<file path="src/rtl/fsb_node_egress_buffer.sv">
// Elastic FIFO between the node FSB output (valid/yumi) and the FSB ring (valid/ready); optional bypass via FSB_EGRESS_BYPASS_EN.
// Latency: 1 cycle through storage; 0 cycles on the bypass path when FSB_EGRESS_BYPASS_EN is defined and the FIFO is empty.
// Backpressure: ring stalls fill the FIFO; yumi_o drops while full (no full-cycle pass-through) or while en_i is low.
module fsb_node_egress_buffer #(
    parameter int ring_width_p = 80,
    parameter int els_p        = 4
) (
    input  logic                        clk_i,
    input  logic                        reset_n_i,
    input  logic                        en_i,
    input  logic                        v_i,
    input  logic [ring_width_p-1:0]     data_i,
    output logic                        yumi_o,
    output logic                        v_o,
    output logic [ring_width_p-1:0]     data_o,
    input  logic                        ready_i,
    output logic [$clog2(els_p+1)-1:0]  count_o,
    output logic [15:0]                 stall_cnt_o
);

    localparam int aw_lp = $clog2(els_p);
    localparam int cw_lp = $clog2(els_p + 1);
    localparam logic [cw_lp-1:0] full_cnt_lp = cw_lp'(els_p);

    // Entry storage is deliberately not reset; validity is tracked by count_q.
    logic [ring_width_p-1:0] mem_q [els_p];

    logic [aw_lp-1:0] wp_q, wp_d;
    logic [aw_lp-1:0] rp_q, rp_d;
    logic [cw_lp-1:0] count_q, count_d;
    logic [15:0]      stall_q, stall_d;

    logic empty, full;
    logic wr_en;   // packet goes into storage
    logic rd_en;   // stored packet leaves storage

    assign empty = (count_q == '0);
    assign full  = (count_q == full_cnt_lp);

    // reset_n_i in the product keeps yumi_o low while reset is held, while
    // v_i -> yumi_o remains a single gate against registered state.
    assign yumi_o = v_i & en_i & reset_n_i & ~full;

`ifdef FSB_EGRESS_BYPASS_EN
    logic bypass;
    // An empty FIFO lets the node packet straight through to the ring.
    assign bypass = empty & v_i & en_i & reset_n_i;
    assign v_o    = ~empty | bypass;
    assign data_o = bypass ? data_i : mem_q[rp_q];
    // A bypassed packet taken by the ring never touches storage.
    assign wr_en  = yumi_o & ~(bypass & ready_i);
    assign rd_en  = ~empty & ready_i;
`else
    assign v_o    = ~empty;
    assign data_o = mem_q[rp_q];
    assign wr_en  = yumi_o;
    assign rd_en  = v_o & ready_i;
`endif

    assign count_o     = count_q;
    assign stall_cnt_o = stall_q;

    // Next-state for pointers, occupancy and the saturating stall counter.
    always_comb begin
        wp_d    = wp_q;
        rp_d    = rp_q;
        count_d = count_q;
        stall_d = stall_q;
        if (wr_en) begin
            wp_d = wp_q + aw_lp'(1);
        end
        if (rd_en) begin
            rp_d = rp_q + aw_lp'(1);
        end
        if (wr_en && !rd_en) begin
            count_d = count_q + cw_lp'(1);
        end else if (!wr_en && rd_en) begin
            count_d = count_q - cw_lp'(1);
        end
        if (v_o && !ready_i && (stall_q != 16'hFFFF)) begin
            stall_d = stall_q + 16'd1;
        end
    end

    // Control state; reset discards anything buffered.
    always_ff @(posedge clk_i or negedge reset_n_i) begin
        if (!reset_n_i) begin
            wp_q    <= '0;
            rp_q    <= '0;
            count_q <= '0;
            stall_q <= '0;
        end else begin
            wp_q    <= wp_d;
            rp_q    <= rp_d;
            count_q <= count_d;
            stall_q <= stall_d;
        end
    end

    // Entry write at the write pointer on every stored accept.
    always_ff @(posedge clk_i) begin
        if (wr_en) begin
            mem_q[wp_q] <= data_i;
        end
    end

endmodule

</file>
<file path="config.mk">
export PLATFORM = sky130hd
export DESIGN_NAME = fsb_node_egress_buffer
export DESIGN_NICKNAME = d
export VERILOG_FILES = /design/src/rtl/fsb_node_egress_buffer.sv
export SDC_FILE = /design/constraint.sdc
export NUM_CORES = 1
export LEC_CHECK = 0
export ABC_AREA = 1
export ABC_CLOCK_PERIOD_IN_PS = 5800
export CAP_MARGIN = 30
export CELL_PAD_IN_SITES_DETAIL_PLACEMENT = 1
export CELL_PAD_IN_SITES_GLOBAL_PLACEMENT = 1
export CORE_ASPECT_RATIO = 2
export CORE_MARGIN = 1.5
export CORE_UTILIZATION = 44
export DETAILED_ROUTE_END_ITERATION = 7
export PLACE_DENSITY = 0.79
export SLEW_MARGIN = 40
export SYNTH_ARGS = -nofsm -noshare
export SYNTH_HDL_FRONTEND = slang
export SYNTH_SLANG_ARGS = --single-unit
</file>
<file path="constraint.sdc">
create_clock -name clk_i -period 5.8 [get_ports clk_i]
set_clock_uncertainty 0.15 [all_clocks]
set_input_delay 1.16 -clock clk_i [delete_from_list [all_inputs] [get_ports clk_i]]
set_output_delay 1.16 -clock clk_i [all_outputs]
set_load 0.03 [all_outputs]
</file>
==> results.yml, run 1 <==
status:
  outcome: "complete, no violations"
sta:
  fmax_ghz: 0.221
  setup_viol: 0
  slew_headroom: 0.475
  hold_viol: 0
  fin_ws_ns: 1.28
  finalCritPeriodShare: 0.780
  report.final.slew_viol_count: 0
  rsz0062_at_grt: "false"
  fin_tns_setup_ns: 0
  layout_min_cycle_time_ns: 4.52
  max_slew.worst_pin.slew_ns: 0.787
synthesis:
  synth_top_family_by_area: "compound AO/OA/AOI/OAI gates"
  synth_warnings: 0
  ys.flop_type: "edfxtp_1"
  synth_simple_gate_area_frac: 0.0823
  synth-xor-area-share: 0.00664
  synth_top_area_frac: 0.728
  ys_seq_area_frac: 0.772
  syn_avg_cell_area_um2: 13.6
  synth_top_cells_by_area: "edfxtp_1, o21ai_0, nor2_1, dfrtp_1, o22ai_1"
  ys_types: 28
  synth_top_area_cell: "edfxtp_1"
  synthArstFlopShare: 0.0671
  synth_compound_area_frac: 0.105
  ys_ff_latch: 343
  synth.most_common_cell: "edfxtp_1"
  syn_inst: 969
  synth-edff-count: 320
  syn_nets: 1061
  syn_area_mm2: 0.0132
  synthAdderAreaFrac: 0.00721
  synth_mux_area_frac: 0.000854
  synth_common_cells: "edfxtp_1, nor2_1, o21ai_0"
place:
  gp_congestion: 0.830
  dp_slack_ns: 1.39
  hpwl_um: 22200
  io_buffers: 185
setup_path:
  ff2ff_path_depth: 7
  critical_path_class: "flip-flop to output port"
  crit_arrival_ns: 3.21
  max_stage_delay_ns: 0.71
  timing.critical_path.buf_inv: 3
  crit_path_start_kind: "flip-flop"
  end_kind: "output port"
  path_depth: 5
  path_max_fanout: 92
  slowest_stage: "clkdlybuf4s50_1"
  worstPathRequired_ns: 4.49
  crit_chain: "inv_6, buf_4, o21ai_0, o22ai_1, clkdlybuf4s50_1"
  path_delay_family: "buffers and inverters"
power:
  power_density_mw_per_mm2: 513
  power.switching_w: 0.00328
  p_clk_frac: 0.234
  p_comb_frac: 0.412
  ir_drop_v: 0.000369
  power.share.switching: 0.386
  seqPwrFrac: 0.354
  p_leak_nw: 5.48
  internal-power_w: 0.00522
floorplan:
  die_w_um: 125
  io_pins: 186
  core_mm2: 0.0295
  row_count: 89
  start_util: 0.447
  die_h_um: 248
  die_area_mm2: 0.0311
cts:
  root_buffer: "clkbuf_16"
  clock_latency_ns: 0.55
  cts_buffers: 29
  cts_tree: "done"
  hold_buffers: 0
  max-clock-path-buffers: 3
  cts_sinks: 343
  cts-resized-gates: 0
  postCtsSetupBuffers: 0
  htree_levels: 1
  path_clk_slew_ns: 0.07
global_route:
  met3_usage: 0.0362
  grt_pass1_wl_um: 53800
  overflow: 0
  grt.met1_usage: 0.242
  grt.total_usage: 0.225
  grt-busiest-layer: "met2"
  grt_pass1_vias: 9335
  grtUsageMet2: 0.438
  grt_max_degree: 93
  antenna_found_initial: 3
routing:
  routed_wl_um: 34700
  final_antenna_net_count: 0
  wire_per_inst_um: 22.5
  vias_per_cell: 5.52
  drc: 0
  vias: 8513
  firstDrtPassIters: 4
  drt_iter0_markers: 574
hold_path:
  min_path_cells: 1
  hp-class: "flip-flop to flip-flop"
cells_and_area:
  fin_nets: 1244
  synthToLayoutAreaGrowth_pct: 25.5
  layout-drive-gt1-share: 0.0792
run:
  drv_cap: 0
-- power by group through the flow --
stage	clock, W	sequential, W	combinational (W)
after floorplan	0	0.00307	0.00202
after global placement	0	0.00309	0.00338
after detailed placement	0	0.00311	0.00348
after CTS	0.00203	0.00306	0.00350
after global routing	0.00210	0.00303	0.00377
final	0.00199	0.00301	0.00350
-- state kept, by name, indices dropped and copies added (netlist names) --
register / cells
mem_q: 320
wp_q: 2
count_o: 3
rp_q: 2
stall_cnt_o: 16
-- layout make-up --
cell class	count	area [um^2]
diodes	3	7.51
clock buffers	29	726
clock inverters	24	245
fillers	2854	13000
inverters	28	110
multi-input cells	544	2690
flip-flops and latches	343	10200
well taps	364	455
repair buffers	206	2130
-- metal layers --
layer,wire (um),share of wire
met1,12200,0.35
met5,0,0
met4,939,0.027
met3,1560,0.045
met2,20000,0.58
-- logic make-up (layout without fill, tap and decap cells) --
family	Yosys count	in the layout
and+or+nand+nor	274	274
adders and majority gates	7	7
xor gates and xnor gates	10	10
buffers and inverters	82	287
muxes	1	1
other	0	3
AOI/OAI and AO/OA	252	252
DFF	343	343
-- metrics by stage --
step	cells	utilization	cell area [um^2]	power, W	hold WS (ns)
global placement	1480	0.525	15500	0.00648	0.368
finish	1541	0.561	16600	0.00850	0.401
global route	1541	0.561	16600	0.00890	0.427
detailed placement	1483	0.527	15500	0.00659	0.377
CTS	1536	0.560	16500	0.00858	0.397
floorplan	969	-	13200	0.00510	0.430
-- path summary, 6_finish.rpt --
check | start | slack (ns) | endpoint
max | rp_q[0] | 1.28 | data_o[9]
min | stall_cnt_o[8] | 0.40 | stall_cnt_o[8]
max reg2reg | count_o[0] | 3.22 | count_o[1]
min reg2reg | stall_cnt_o[8] | 0.40 | stall_cnt_o[8]
max in group asynchronous | reset_n_i | 4.24 | rp_q[0]
min in group asynchronous | reset_n_i | 0.97 | stall_cnt_o[15]
-- cells in the final DEF, fill, tap and decap left out, drive strengths merged --
cell	instances
clkbuf	29
clkinvlp	4
bufinv	4
o22ai	80
buf	21
edfxtp	320
clkinv	14
dfrtp	23
xnor2	5
nand2	69
clkdlybuf4s50	185
diode	3
o21ai	169
a21oi	2
nor2	188
ha	6
fa	1
a21o	1
inv	30
nand3	12
mux2	1
xor2	5
nand4	5
No activity file was read; power rests on OpenSTA's default activity.
==> run 2, diff against run 1 <==
--- a/config.mk
+++ b/config.mk
@@ -6,15 +6,15 @@
 export NUM_CORES = 1
 export LEC_CHECK = 0
 export ABC_AREA = 1
-export ABC_CLOCK_PERIOD_IN_PS = 5800
+export ABC_CLOCK_PERIOD_IN_PS = 3800
 export CAP_MARGIN = 30
 export CELL_PAD_IN_SITES_DETAIL_PLACEMENT = 1
 export CELL_PAD_IN_SITES_GLOBAL_PLACEMENT = 1
 export CORE_ASPECT_RATIO = 2
 export CORE_MARGIN = 1.5
-export CORE_UTILIZATION = 44
+export CORE_UTILIZATION = 40
 export DETAILED_ROUTE_END_ITERATION = 7
-export PLACE_DENSITY = 0.79
+export PLACE_DENSITY = 0.75
 export SLEW_MARGIN = 40
 export SYNTH_ARGS = -nofsm -noshare
 export SYNTH_HDL_FRONTEND = slang
==> constraint.sdc (replaced) <==
create_clock -name clk_i -period 3.8 [get_ports clk_i]
set_clock_uncertainty 0.15 [all_clocks]
set_input_delay 0.76 -clock clk_i [delete_from_list [all_inputs] [get_ports clk_i]]
set_output_delay 0.76 -clock clk_i [all_outputs]
set_load 0.03 [all_outputs]
==> run 2 against run 1 <==
Against the previous run: worst hold slack better by 0.016 ns; critical endpoint is now data_o[43]; core utilization is 5.1 points lower; non-clock buffer count stayed put; highest routed layer is now met5; sequential share of layout area is 0.24 points higher.
==> results.yml, run 2 (synthesized netlist as in run 1, its figures left out) <==
floorplan:
  io_pins: 186
  die_w_um: 131
  row_count: 93
  die_h_um: 260
  core_mm2: 0.0323
  die_area_mm2: 0.0341
  start_util: 0.408
cts:
  cts_buffers: 30
  root_buffer: "clkbuf_16"
  postCtsSetupBuffers: 0
  hold_buffers: 0
  cts_tree: "done"
  clock_latency_ns: 0.56
  cts-resized-gates: 0
  cts_sinks: 343
  path_clk_slew_ns: 0.07
  htree_levels: 1
  max-clock-path-buffers: 3
routing:
  wire_per_inst_um: 21.8
  final_antenna_net_count: 0
  vias_per_cell: 5.29
  vias: 8489
  firstDrtPassIters: 5
  drc: 0
  routed_wl_um: 34900
  drt_iter0_markers: 549
setup_path:
  crit_path_start_kind: "flip-flop"
  worstPathRequired_ns: 2.89
  crit_arrival_ns: 2.75
  slowest_stage: "clkdlybuf4s50_1"
  critical_path_class: "flip-flop to output port"
  ff2ff_path_depth: 7
  end_kind: "output port"
  crit_chain: "buf_4, o21ai_0, o22ai_1, clkdlybuf4s50_1"
  max_stage_delay_ns: 0.77
  path_max_fanout: 53
place:
  gp_congestion: 0.821
  hpwl_um: 21600
  place_area_mm2: 0.0156
  io_buffers: 185
hold_path:
  min_path_cells: 2
  hp-class: "flip-flop to flip-flop"
power:
  p_total_w: 0.0128
  p_leak_nw: 5.50
  ir_drop_v: 0.000564
  power_density_mw_per_mm2: 778
sta:
  fin_tns_setup_ns: 0
  report.final.slew_viol_count: 0
  slew_headroom: 0.499
  hold_viol: 0
  layout_min_cycle_time_ns: 3.66
  setup_viol: 0
  finalCritPeriodShare: 0.964
  max_slew.worst_pin.slew_ns: 0.750
  fmax_ghz: 0.273
cells_and_area:
  synthToLayoutAreaGrowth_pct: 25.0
  regMostFlops: "mem_q"
  fin_nets: 1245
  mostFrequentLayoutCells: "edfxtp_1, nor2_1, o21ai_0, clkdlybuf4s50_1, o22ai_1"
  fill_cells: 3337
  layout-drive-gt1-share: 0.111
  largest_reg_flops: 320
  fin_area_mm2: 0.0165
  layout_commonest_cell: "edfxtp_1"
global_route:
  grt_max_degree: 127
  overflow: 0
  grt_pass1_vias: 9223
  grt.total_usage: 0.201
  antenna_found_initial: 6
  grt_pass1_wl_um: 52500
run:
  drv_cap: 0
status:
  outcome: "complete, no violations"
## run 2: layout make-up
| cell class | instances | area (um^2) | share of cell area |
|---|---|---|---|
| Inverter | 28 | 108 | 0.00652 |
| Clock buffer | 35 | 791 | 0.0479 |
| Tap cell | 427 | 534 | 0.0324 |
| Multi-Input combinational cell | 544 | 2690 | 0.163 |
| Sequential cell | 343 | 10200 | 0.618 |
| Clock inverter | 17 | 115 | 0.00698 |
| Antenna cell | 4 | 10.0 | 0.000607 |
| Timing Repair Buffer | 206 | 2050 | 0.124 |
## run 2: per-stage QoR
| stage | hold WS (ns) | util | worst slack, ns | cells |
|---|---|---|---|---|
| detailed placement | 0.392 | 0.482 | 0.611 | 1548 |
| global route | 0.438 | 0.510 | -0.0165 | 1604 |
| global placement | 0.387 | 0.482 | 0.659 | 1548 |
| finish | 0.417 | 0.510 | 0.136 | 1604 |
| floorplan | 0.314 | - | -1.25 | 969 |
| CTS | 0.412 | 0.510 | 0.151 | 1600 |
## run 2: worst paths after layout
check	slack (ns)	start	end
worst min-delay path	0.42	stall_cnt_o[15]	stall_cnt_o[15]
min in group asynchronous	0.54	reset_n_i	stall_cnt_o[7]
worst max register to register	1.31	count_o[0]	count_o[1]
max in group asynchronous	2.69	reset_n_i	rp_q[0]
worst max-delay path	0.14	rp_q[1]	data_o[43]
worst min register to register	0.42	stall_cnt_o[15]	stall_cnt_o[15]
## run 2: metal layers
layer  wire length (um)  vias up  GRT usage
met4               1210        4     0.0892
met5                 22        -          0
met3               1300       67     0.0304
met1              12700     4301      0.208
met2              19700      198      0.397
li1                   -     3919          -
## run 2: power by group
group / switching (W) / internal (W) / total [W]
registers: 0.000143 / 0.00440 / 0.00454
logic: 0.00359 / 0.00181 / 0.00540
clock network: 0.00133 / 0.00155 / 0.00288
total: 0.00506 / 0.00776 / 0.0128
## run 2: worst max-delay path: cells and delay by family (launching register included)
kind / cells / cell delay, ns
AO/OA/AOI/OAI: 2 / 0.51
buffers and inverters: 2 / 1.32
flip-flops: 1 / 0.37
==> run 3, diff against run 2 <==
--- a/config.mk
+++ b/config.mk
@@ -13,6 +13,7 @@
 export CORE_ASPECT_RATIO = 2
 export CORE_MARGIN = 1.5
 export CORE_UTILIZATION = 40
+export CTS_CLUSTER_DIAMETER = 50
 export DETAILED_ROUTE_END_ITERATION = 7
 export PLACE_DENSITY = 0.75
 export SLEW_MARGIN = 40
==> run 3 against run 2 <==
Against the previous run: die area stayed put; sequential share of layout area is 0.19 points lower; critical path depth stayed put; setup slack better by 0.053 ns; core utilization is 0.15 points higher; via count is 0.53% higher; clock power is 4% higher; sequential cell count stayed put; total power is 0.81% higher; combinational power hardly changed; critical endpoint unchanged; largest cell class unchanged.
==> results.yml, run 3 (synthesized netlist as in run 1, its figures left out) <==
cells_and_area:
  layout_commonest_cell: "edfxtp_1"
  fin_area_mm2: 0.0165
  regMostFlops: "mem_q"
  largest_reg_flops: 320
  mostFrequentLayoutCells: "edfxtp_1, nor2_1, o21ai_0, clkdlybuf4s50_1, o22ai_1"
  layout-drive-gt1-share: 0.114
  fin_nets: 1246
  synthToLayoutAreaGrowth_pct: 25.4
  fill_cells: 3334
sta:
  report.final.slew_viol_count: 0
  layout_min_cycle_time_ns: 3.61
  max_slew.worst_pin.slew_ns: 0.727
  hold_viol: 0
  fmax_ghz: 0.277
  setup_viol: 0
  finalCritPeriodShare: 0.950
  fin_ws_ns: 0.189
  fin_hold_ws_ns: 0.411
  fin_tns_setup_ns: 0
  rsz0062_at_grt: "false"
  slew_headroom: 0.515
setup_path:
  rrSetupSlack_ns: 1.30
  critical_path_class: "flip-flop to output port"
  worstPathRequired_ns: 2.89
  crit_path_start_kind: "flip-flop"
  crit_arrival_ns: 2.70
  path_max_fanout: 53
  end_kind: "output port"
cts:
  cts_sinks: 343
  clock_latency_ns: 0.56
  htree_levels: 1
  postCtsSetupBuffers: 0
  cts_buffers: 31
  hold_buffers: 0
  cts-resized-gates: 0
  cts_tree: "done"
  root_buffer: "clkbuf_16"
  path_clk_slew_ns: 0.07
  max-clock-path-buffers: 3
power:
  p_leak_nw: 5.53
  power_density_mw_per_mm2: 781
  p_total_w: 0.0129
  ir_drop_v: 0.000618
global_route:
  grt_pass1_wl_um: 52400
  overflow: 0
  grt.total_usage: 0.201
  grt_max_degree: 127
  grt_pass1_vias: 9196
  antenna_found_initial: 6
routing:
  drt_iter0_markers: 510
  wire_per_inst_um: 21.7
  vias_per_cell: 5.31
  drc: 0
  firstDrtPassIters: 5
  routed_wl_um: 34900
  final_antenna_net_count: 0
  vias: 8534
floorplan:
  die_w_um: 131
  core_mm2: 0.0323
  die_h_um: 260
  start_util: 0.408
  die_area_mm2: 0.0341
  row_count: 93
  io_pins: 186
place:
  place_area_mm2: 0.0156
  io_buffers: 185
  dp_slack_ns: 0.611
  hpwl_um: 21600
  gp_congestion: 0.821
run:
  drv_cap: 0
hold_path:
  hp-class: "flip-flop to flip-flop"
status:
  outcome: "complete, no violations"
run 3: path summary, 6_finish.rpt:
kind                                   endpoint             from  depth (start not counted)
worst max-delay path                 data_o[43]          rp_q[1]                          4
worst min-delay path            stall_cnt_o[15]  stall_cnt_o[15]                          2
worst max register to register       count_o[1]       count_o[0]                          7
worst min register to register  stall_cnt_o[15]  stall_cnt_o[15]                          2
max in group asynchronous               rp_q[0]        reset_n_i                          2
min in group asynchronous        stall_cnt_o[7]        reset_n_i                          2
run 3: layout make-up:
class,instances,area [um^2],share of cell area
Multi-Input combinational cell,544,2690,0.163
Inverter,28,108,0.00650
Timing Repair Buffer,206,2050,0.124
Clock inverter,19,165,0.00998
Clock buffer,35,791,0.0478
Tap cell,427,534,0.0323
Sequential cell,343,10200,0.616
Antenna cell,4,10.0,0.000605
run 3: worst max-delay path: stages (launching register included):
cell and delay (ns):
dfrtp_2 0.36, buf_4 0.53, o21ai_0 0.24, o22ai_1 0.24
clkdlybuf4s50_1 0.76
run 3: metrics by stage:
stage               cells   util
finish               1606  0.511
global route         1606  0.511
CTS                  1602  0.511
detailed placement   1548  0.482
global placement     1548  0.482
floorplan             969      -
run 3: layer usage:
metal	up-vias	track usage	routed length, um
li1	3918	-	-
met5	-	0	26
met2	205	0.392	19800
met4	4	0.0923	1200
met1	4335	0.209	12500
met3	72	0.0322	1390
run 3: power breakdown:
| group | internal, W | switching (W) |
|---|---|---|
| registers | 0.00440 | 0.000143 |
| logic | 0.00181 | 0.00358 |
| clock network | 0.00164 | 0.00136 |
